$ cat src/rtl/fc_argmax_pkg.sv
// Shared widths and the running/result argmax payload for the fc_argmax classifier stage.
package fc_argmax_pkg;

    localparam int unsigned WIDTH = 16;
    localparam int unsigned N     = 8;
    localparam int unsigned IDX_W = $clog2(N);

    typedef struct packed {
        logic signed [WIDTH-1:0] val;
        logic [IDX_W-1:0]        idx;
        logic                    tie;
    } argmax_t;

endpackage

$ cat src/rtl/fc_argmax_if.sv
// Element stream in and per-frame argmax result out, both valid/ready.
interface fc_argmax_if;
    import fc_argmax_pkg::*;

    logic                    input_valid;
    logic                    input_ready;
    logic signed [WIDTH-1:0] input_data;
    logic                    output_valid;
    logic                    output_ready;
    logic [IDX_W-1:0]        output_index;
    logic signed [WIDTH-1:0] output_max;
    logic                    output_tie;

    modport master (
        output input_valid, input_data, output_ready,
        input  input_ready, output_valid, output_index, output_max, output_tie
    );

    modport slave (
        input  input_valid, input_data, output_ready,
        output input_ready, output_valid, output_index, output_max, output_tie
    );

endinterface

$ cat src/rtl/fc_argmax_cmp.sv
// Folds one element into the running argmax; the lowest index wins on equal values.
module fc_argmax_cmp
    import fc_argmax_pkg::*;
(
    input  argmax_t                 run,
    input  logic signed [WIDTH-1:0] elem,
    input  logic [IDX_W-1:0]        pos,
    input  logic                    first,
    output argmax_t                 cand
);

    always_comb begin
        cand = run;
        if (first) begin
            cand.val = elem;
            cand.idx = '0;
            cand.tie = 1'b0;
        end else if (elem > $signed(run.val)) begin
            cand.val = elem;
            cand.idx = pos;
            cand.tie = 1'b0;
        end else if (elem == $signed(run.val)) begin
            cand.tie = 1'b1;
        end
    end

endmodule

$ cat src/rtl/fc_argmax.sv
// Streaming argmax over N-element frames from the final FC layer, one result per frame.
module fc_argmax
    import fc_argmax_pkg::*;
(
    input  logic       clk,
    input  logic       reset,
    fc_argmax_if.slave bus
);

    logic [IDX_W-1:0] elem_cnt;
    argmax_t          run_q;
    argmax_t          out_q;
    argmax_t          cand;
    logic             out_valid_q;
    logic             last_elem;
    logic             first_elem;
    logic             accept;
    logic             drain;

    assign last_elem  = (elem_cnt == IDX_W'(N - 1));
    assign first_elem = (elem_cnt == '0);

    // Only the closing element waits for a pending result; it may drain on the same edge.
    assign bus.input_ready = !(last_elem && out_valid_q && !bus.output_ready);
    assign accept          = bus.input_valid && bus.input_ready;
    assign drain           = out_valid_q && bus.output_ready;

    fc_argmax_cmp u_cmp (
        .run   (run_q),
        .elem  (bus.input_data),
        .pos   (elem_cnt),
        .first (first_elem),
        .cand  (cand)
    );

    always_ff @(posedge clk or posedge reset) begin
        if (reset) begin
            elem_cnt    <= '0;
            run_q       <= '0;
            out_q       <= '0;
            out_valid_q <= 1'b0;
        end else begin
            if (drain) begin
                out_valid_q <= 1'b0;
            end
            if (accept) begin
                if (last_elem) begin
                    out_q       <= cand;
                    out_valid_q <= 1'b1;
                    elem_cnt    <= '0;
                end else begin
                    run_q    <= cand;
                    elem_cnt <= elem_cnt + IDX_W'(1);
                end
            end
        end
    end

    assign bus.output_valid = out_valid_q;
    assign bus.output_index = out_q.idx;
    assign bus.output_max   = out_q.val;
    assign bus.output_tie   = out_q.tie;

endmodule
$ cat src/flat_wrapper.sv
// flat-port wrapper written by rule: the top's interface ports become plain ports
module fc_argmax_flat import fc_argmax_pkg::*;
  (clk, reset, bus_input_valid, bus_input_data, bus_output_ready, bus_input_ready, bus_output_valid, bus_output_index, bus_output_max, bus_output_tie);
  fc_argmax_if bus_i ();
  input  logic clk;
  input  logic reset;
  input wire logic [$bits(bus_i.input_valid)-1:0] bus_input_valid;
  input wire logic [$bits(bus_i.input_data)-1:0] bus_input_data;
  input wire logic [$bits(bus_i.output_ready)-1:0] bus_output_ready;
  output wire logic [$bits(bus_i.input_ready)-1:0] bus_input_ready;
  output wire logic [$bits(bus_i.output_valid)-1:0] bus_output_valid;
  output wire logic [$bits(bus_i.output_index)-1:0] bus_output_index;
  output wire logic [$bits(bus_i.output_max)-1:0] bus_output_max;
  output wire logic [$bits(bus_i.output_tie)-1:0] bus_output_tie;
  assign bus_i.input_valid = bus_input_valid;
  assign bus_i.input_data = bus_input_data;
  assign bus_i.output_ready = bus_output_ready;
  assign bus_input_ready = bus_i.input_ready;
  assign bus_output_valid = bus_i.output_valid;
  assign bus_output_index = bus_i.output_index;
  assign bus_output_max = bus_i.output_max;
  assign bus_output_tie = bus_i.output_tie;
  fc_argmax u_core (.clk(clk), .reset(reset), .bus(bus_i));
endmodule
$ cat config.mk
export PLATFORM = sky130hd
export DESIGN_NAME = fc_argmax_flat
export DESIGN_NICKNAME = d
export VERILOG_FILES = /design/src/rtl/fc_argmax_pkg.sv /design/src/rtl/fc_argmax_if.sv /design/src/rtl/fc_argmax_cmp.sv /design/src/rtl/fc_argmax.sv /design/src/flat_wrapper.sv
export SDC_FILE = /design/constraint.sdc
export NUM_CORES = 1
export LEC_CHECK = 0
export BUFFER_PORTS_ARGS = -buffer_cell sky130_fd_sc_hd__buf_2
export CAP_MARGIN = 20
export CORE_MARGIN = 5
export CORE_UTILIZATION = 50
export CTS_BUF_LIST = sky130_fd_sc_hd__clkbuf_4
export DETAILED_ROUTE_END_ITERATION = 7
export GPL_TIMING_DRIVEN = 0
export MAX_ROUTING_LAYER = met4
export PLACE_DENSITY = 0.73
export SYNTH_ARGS = -nofsm -noshare
export SYNTH_HDL_FRONTEND = slang
export SYNTH_HIERARCHICAL = 1
export SYNTH_SLANG_ARGS = --single-unit
$ cat constraint.sdc
create_clock -name clk -period 8.67 [get_ports clk]
set_input_delay 0 -clock clk [delete_from_list [all_inputs] [get_ports clk]]
set_output_delay 0 -clock clk [all_outputs]
set_load 0.1 [all_outputs]
==> results_dict.tcl, run 1 <==
set metrics [dict create \
    final.setup.worst_slack_ns 5.715 \
    start_util_pct 52.16 \
    grt_overflow 0 \
    grtUsageMet2_pct 26.57 \
    cap_violations 0 \
    crit_start "u_core/run_q[19]$_DFFE_PP0P_" \
    boundaryPins 42 \
    core_um2 4786 \
    finClkSkew_ns 0.01060 \
    arrival_ns 3.20 \
    fillers 418 \
    die_x_um 80.66 \
    dp_hpwl_um 3410 \
    clk_pin_slew_worst_paths_ns 0.13 \
    gp_congestion 0.7433 \
    setup_violations 0 \
    startpoint_type "flip-flop" \
    portBuffers 41 \
    grt-busiest-layer "met2" \
    max_freq_mhz 338.4 \
    row_count 25 \
    clk_latency_ns 0.35 \
    dpl_worst_slack_ns 5.728 \
    track_usage_pct 16.13 \
    finalCritPeriodShare_pct 34.09 \
    antenna_found_initial 0 \
    ys_ff_latch 44 \
    clockBufferDepth 2 \
    tightest_slew_ns 0.5656 \
    outcome "finished, final reports clean" \
    yosysTopAreaCellShare_pct 44.11 \
    synth_cell_types 33 \
    viasPerCell 5.171 \
    hold_viol 0 \
    ant_nets 0 \
    syn_nets 239 \
    hp-class "in -> reg" \
    via_count 1660 \
    ys_seq_area_share_pct 44.11 \
    routedWlPerCell_um 14.00 \
    grtUsageMet3_pct 3.924 \
    postCtsSetupRepairBufs 0 \
    drtIter0Drc 68 \
    worstReg2RegStart "u_core/run_q[19]$_DFFE_PP0P_" \
    fp.dieArea_um2 6505 \
    nets 292 \
    reg2regPathDepth 11 \
    reg2reg_slack_ns 5.71 \
    first_global_vias 1733 \
    worstPathMaxFanout 10 \
    cts_buffers 5 \
    synth_warnings 6 \
    synth_area_leaders "dfrtp_1 44%, mux2_2 21%, ha_1 9.5%" \
    r2r-end "u_core/run_q[16]$_DFFE_PP0P_" \
    cp-end-kind "flip-flop" \
    cts_tree "built" \
    wirelength_um 4493 \
    crit_type "reg -> reg" \
    period_minus_slack_ns 2.955 \
    cp.required_ns 8.91 \
    drc 0 \
    syn_inst 200 \
    rsz0062_at_grt "false" \
    n_antenna_cell 0 \
    maxSlewViolCount 0 \
    fin_setup_tns_ns 0 \
    fp.dieH_um 80.66 \
    use_met1_pct 19.48 \
    cts-root-buf "clkbuf_4" \
    grt_start_max_net_pins 35 \
    dr.pass1.iters 4 \
    synthToLayoutAreaGrowth_pct 17.19 \
    cts.sinks 44 \
    syn_area_um2 2496 \
    grt_pass1_wl_um 7803 \
    htree_num_levels 2 \
    endpoint "u_core/run_q[16]$_DFFE_PP0P_" \
    avgSynthCellArea_um2 12.48 \
    synth_largest_area_cell "dfrtp_1" \
    relSlewSlack_pct 62.00 \
    drive_gt1_share_pct 46.06 \
]
[cell type report]
| type | instances | area [um^2] | area share [%] |
|---|---|---|---|
| clock inverters | 2 | 35.03 | 1.198 |
| multi-input cells | 128 | 1256 | 42.94 |
| well taps | 67 | 83.83 | 2.866 |
| repair buffers | 46 | 265.3 | 9.068 |
| inverters | 22 | 82.58 | 2.823 |
| flip-flops and latches | 44 | 1101 | 37.64 |
| clock buffers | 6 | 45.04 | 1.540 |
| plain buffers | 6 | 56.30 | 1.925 |
[kinds of logic (layout without fill, tap and decap cells)]
group | Yosys count | after routing | synth area share, %
flip-flops | 44 | 44 | 44.11
AO/OA/AOI/OAI | 17 | 17 | 4.160
adder cells (fa/ha/maj) | 19 | 19 | 9.524
AND/OR/NAND/NOR | 31 | 31 | 7.920
multiplexers | 61 | 61 | 28.72
buffers and inverters | 28 | 82 | 5.564
[critical path, stage by stage (launching register included)]
cell,delay [ns]
dfrtp_1,0.39
inv_1,0.05
ha_1,0.34
nand4_2,0.18
nor4_4,0.34
and4_1,0.29
a31oi_1,0.06
a311o_1,0.33
buf_6,0.15
buf_12,0.15
mux2_4,0.30
mux2_2,0.26
[layout by cell type, fill, tap and decap left out, types with 3 or more instances in the layout]
cell / count
mux2_2: 47
dfrtp_1: 44
buf_2: 43
inv_1: 21
ha_1: 19
a21oi_1: 9
mux2_4: 9
nand2b_1: 7
clkbuf_4: 6
nand2_1: 6
dlygate4sd3_1: 4
o21ai_0: 3
mux2i_1: 3
[cell usage after synthesis, drive strengths merged]
library cell,count
a31oi,1
nor4bb,1
nor2b,2
a311o,1
nand2b,7
nand3b,1
mux2i,3
nand2,6
a21o,1
nand3,2
o21ba,1
nor2,2
inv,22
and4,1
nor4,1
o21ai,3
nor3,2
a21oi,9
or3,1
and2,1
dfrtp,44
mux2,58
a21bo,1
buf,6
nand4,3
and3,1
ha,19
[how the worst min path moves through the flow]
stage / startpoint / end / slack, ns / cells past startpoint
2_1_floorplan: bus_output_ready / u_core/bus.output_valid$_DFF_PP0_ / 0.1 / 1
3_3_place_gp: bus_output_ready / u_core/bus.output_valid$_DFF_PP0_ / 0.21 / 2
3_5_place_dp: reset / u_core/bus.output_max[3]$_DFFE_PP0P_ / -0.05 / 2
4_1_cts: bus_input_data[7] / u_core/run_q[11]$_DFFE_PP0P_ / 0.008 / 3
5_1_grt: bus_input_data[7] / u_core/run_q[11]$_DFFE_PP0P_ / 0.003 / 3
6_report: bus_input_data[7] / u_core/run_q[11]$_DFFE_PP0P_ / 0.02 / 3
[state kept, by name (all words and copies together), names as in the netlist]
| register | count |
|---|---|
| u_core/bus.output_max | 16 |
| u_core/bus.output_index | 3 |
| u_core/elem_cnt | 3 |
| u_core/bus.output_valid | 1 |
| u_core/bus.output_tie | 1 |
| u_core/run_q | 20 |
[stage by stage]
step	util [%]	cells	area [um^2]	hold slack, ns
floorplan	-	200	2496	0.09645
global placement	58.20	308	2785	0.2145
detailed placement	58.61	309	2805	-0.04875
CTS	61.12	321	2925	0.008439
global route	61.12	321	2925	0.002925
finish	61.12	321	2925	0.02024
[timing repair]
action                                  4_1_cts  5_1_grt
resized for setup                             0        0
hold buffers                                  4        0
endpoints found under the setup margin        0        0
hold endpoints to repair                     46        0
[routing by layer]
metal | wire length [um] | vias to the layer above
met3 | 206 | 6
li1 | - | 811
met4 | 65 | 0
met5 | 0 | -
met1 | 1963 | 807
met2 | 2257 | 36
Power of run 1 is not shown: default switching activity piles up to over one toggle a cycle in this logic, so the estimate is an artifact.
==> run 2: changes to the inputs <==
Clock period 8.67 ns to 2.95 ns, I/O delays scaled along.
==> results_dict.tcl, run 2 (synthesized netlist as in run 1, its figures left out) <==
set metrics [dict create \
    via_count 1667 \
    relSlewSlack_pct 62.29 \
    max_freq_mhz 358.2 \
    cp.required_ns 3.19 \
    cts.sinks 44 \
    dp_hpwl_um 3410 \
    final_cell_mix "47 x mux2_2, 44 x dfrtp_1, 43 x buf_2" \
    row_count 25 \
    arrival_ns 3.03 \
    cap_violations 0 \
    antenna_found_initial 0 \
    nets 293 \
    first_global_vias 1731 \
    hold_viol 0 \
    clockBufferDepth 2 \
    htree_num_levels 2 \
    wirelength_um 4610 \
    place_area_um2 2805 \
    grt_pass1_wl_um 7817 \
    largest_reg_flops 20 \
    finalCritPeriodShare_pct 94.64 \
    worstReg2RegStart "u_core/run_q[19]$_DFFE_PP0P_" \
    crit_type "reg -> reg" \
    gp_congestion 0.7433 \
    setup_violations 0 \
    hold_path.startpoint "bus_input_data[7]" \
    grt_start_max_net_pins 35 \
    drtIter0Drc 65 \
    dr.pass1.iters 4 \
    clk_latency_ns 0.35 \
    cts-root-buf "clkbuf_4" \
    fillers 406 \
    hp-class "in -> reg" \
    start_util_pct 52.16 \
    boundaryPins 42 \
    final_area_um2 2982 \
    track_usage_pct 16.15 \
    routedWlPerCell_um 14.32 \
    synthToLayoutAreaGrowth_pct 19.45 \
    regArea_um2 1101 \
    core_um2 4786 \
    die_x_um 80.66 \
    fp.dieH_um 80.66 \
    drc 0 \
    portBuffers 41 \
    worstPathMaxFanout 10 \
    final_common_cell "mux2_2" \
    regMostFlops "u_core/run_q" \
    drive_gt1_share_pct 47.84 \
    reg2regPathDepth 11 \
    period_minus_slack_ns 2.792 \
    outcome "finished, final reports clean" \
    crit_start "u_core/run_q[19]$_DFFE_PP0P_" \
    cp-end-kind "flip-flop" \
    tightest_slew_ns 0.5613 \
    viasPerCell 5.177 \
    ant_nets 0 \
    hold-path-cell-count 3 \
    n_antenna_cell 0 \
    finClkSkew_ns 0.01092 \
    fp.dieArea_um2 6505 \
    clk_pin_slew_worst_paths_ns 0.13 \
    maxSlewViolCount 0 \
    cts_tree "built" \
    multi_input_comb_area_um2 1305 \
    grt_overflow 0 \
    startpoint_type "flip-flop" \
    cts_buffers 5 \
]
-- run 2: cell types whose count changed in the layout (fill, tap and decap cells not counted), sizes merged --
cell	previous run	this run
buf	48	49
-- run 2: critical path: stages (launching register included) --
cell and delay, ns:
dfrtp_1 0.39, inv_1 0.08, ha_4 0.30, nand4_4 0.13, nor4_4 0.33, a21bo_2 0.27
a31oi_1 0.16, a311o_1 0.14, buf_6 0.15, buf_12 0.15, mux2_4 0.31, mux2_2 0.26
-- run 2: metal layers --
layer  vias to the layer above  routed length [um]  GRT usage, %
li1                        815                   -             -
met1                       815                1995         19.55
met2                        33                2356         26.57
met3                         4                 208         3.924
met4                         0                  50         5.236
met5                         -                   0             -
-- run 2: cell type report --
cell class	count	area share, %
Buffer	6	1.888
Clock buffer	6	1.511
Clock inverter	2	1.175
Inverter	22	2.770
Multi-Input combinational cell	128	43.77
Sequential cell	44	36.93
Tap cell	67	2.812
Timing Repair Buffer	47	9.148
-- run 2: worst paths after layout --
path,to,slack [ns]
worst max-delay path,u_core/run_q[16]$_DFFE_PP0P_,0.16
worst min-delay path,u_core/run_q[11]$_DFFE_PP0P_,0.02
worst max register to register,u_core/run_q[16]$_DFFE_PP0P_,0.16
worst min register to register,u_core/bus.output_tie$_DFFE_PP0P_,0.50
max in group asynchronous,u_core/run_q[0]$_DFFE_PP0P_,2.37
min in group asynchronous,u_core/bus.output_max[4]$_DFFE_PP0P_,0.10
-- run 2: what timing repair did --
item | 4_1_cts | 5_1_grt
gates resized for setup | 1 | 4
pin swaps | 1 | 3
setup buffers | 0 | 1
endpoints found under the setup margin | 18 | 20
hold buffers | 4 | 0
hold endpoints to repair | 46 | 0
-- run 2: stage by stage --
step | hold WS [ns] | utilization, % | setup WS, ns | instances | TNS (ns)
floorplan | 0.09645 | - | 0.1694 | 200 | 0
global placement | 0.2145 | 58.20 | 0.03954 | 308 | 0
detailed placement | -0.04875 | 58.61 | 0.008239 | 309 | 0
CTS | 0.008439 | 61.18 | 0.03043 | 321 | 0
global route | 0.002925 | 62.30 | -0.001487 | 322 | -0.002729
finish | 0.02401 | 62.30 | 0.1581 | 322 | 0
Power of run 2 is left out for the same reason.
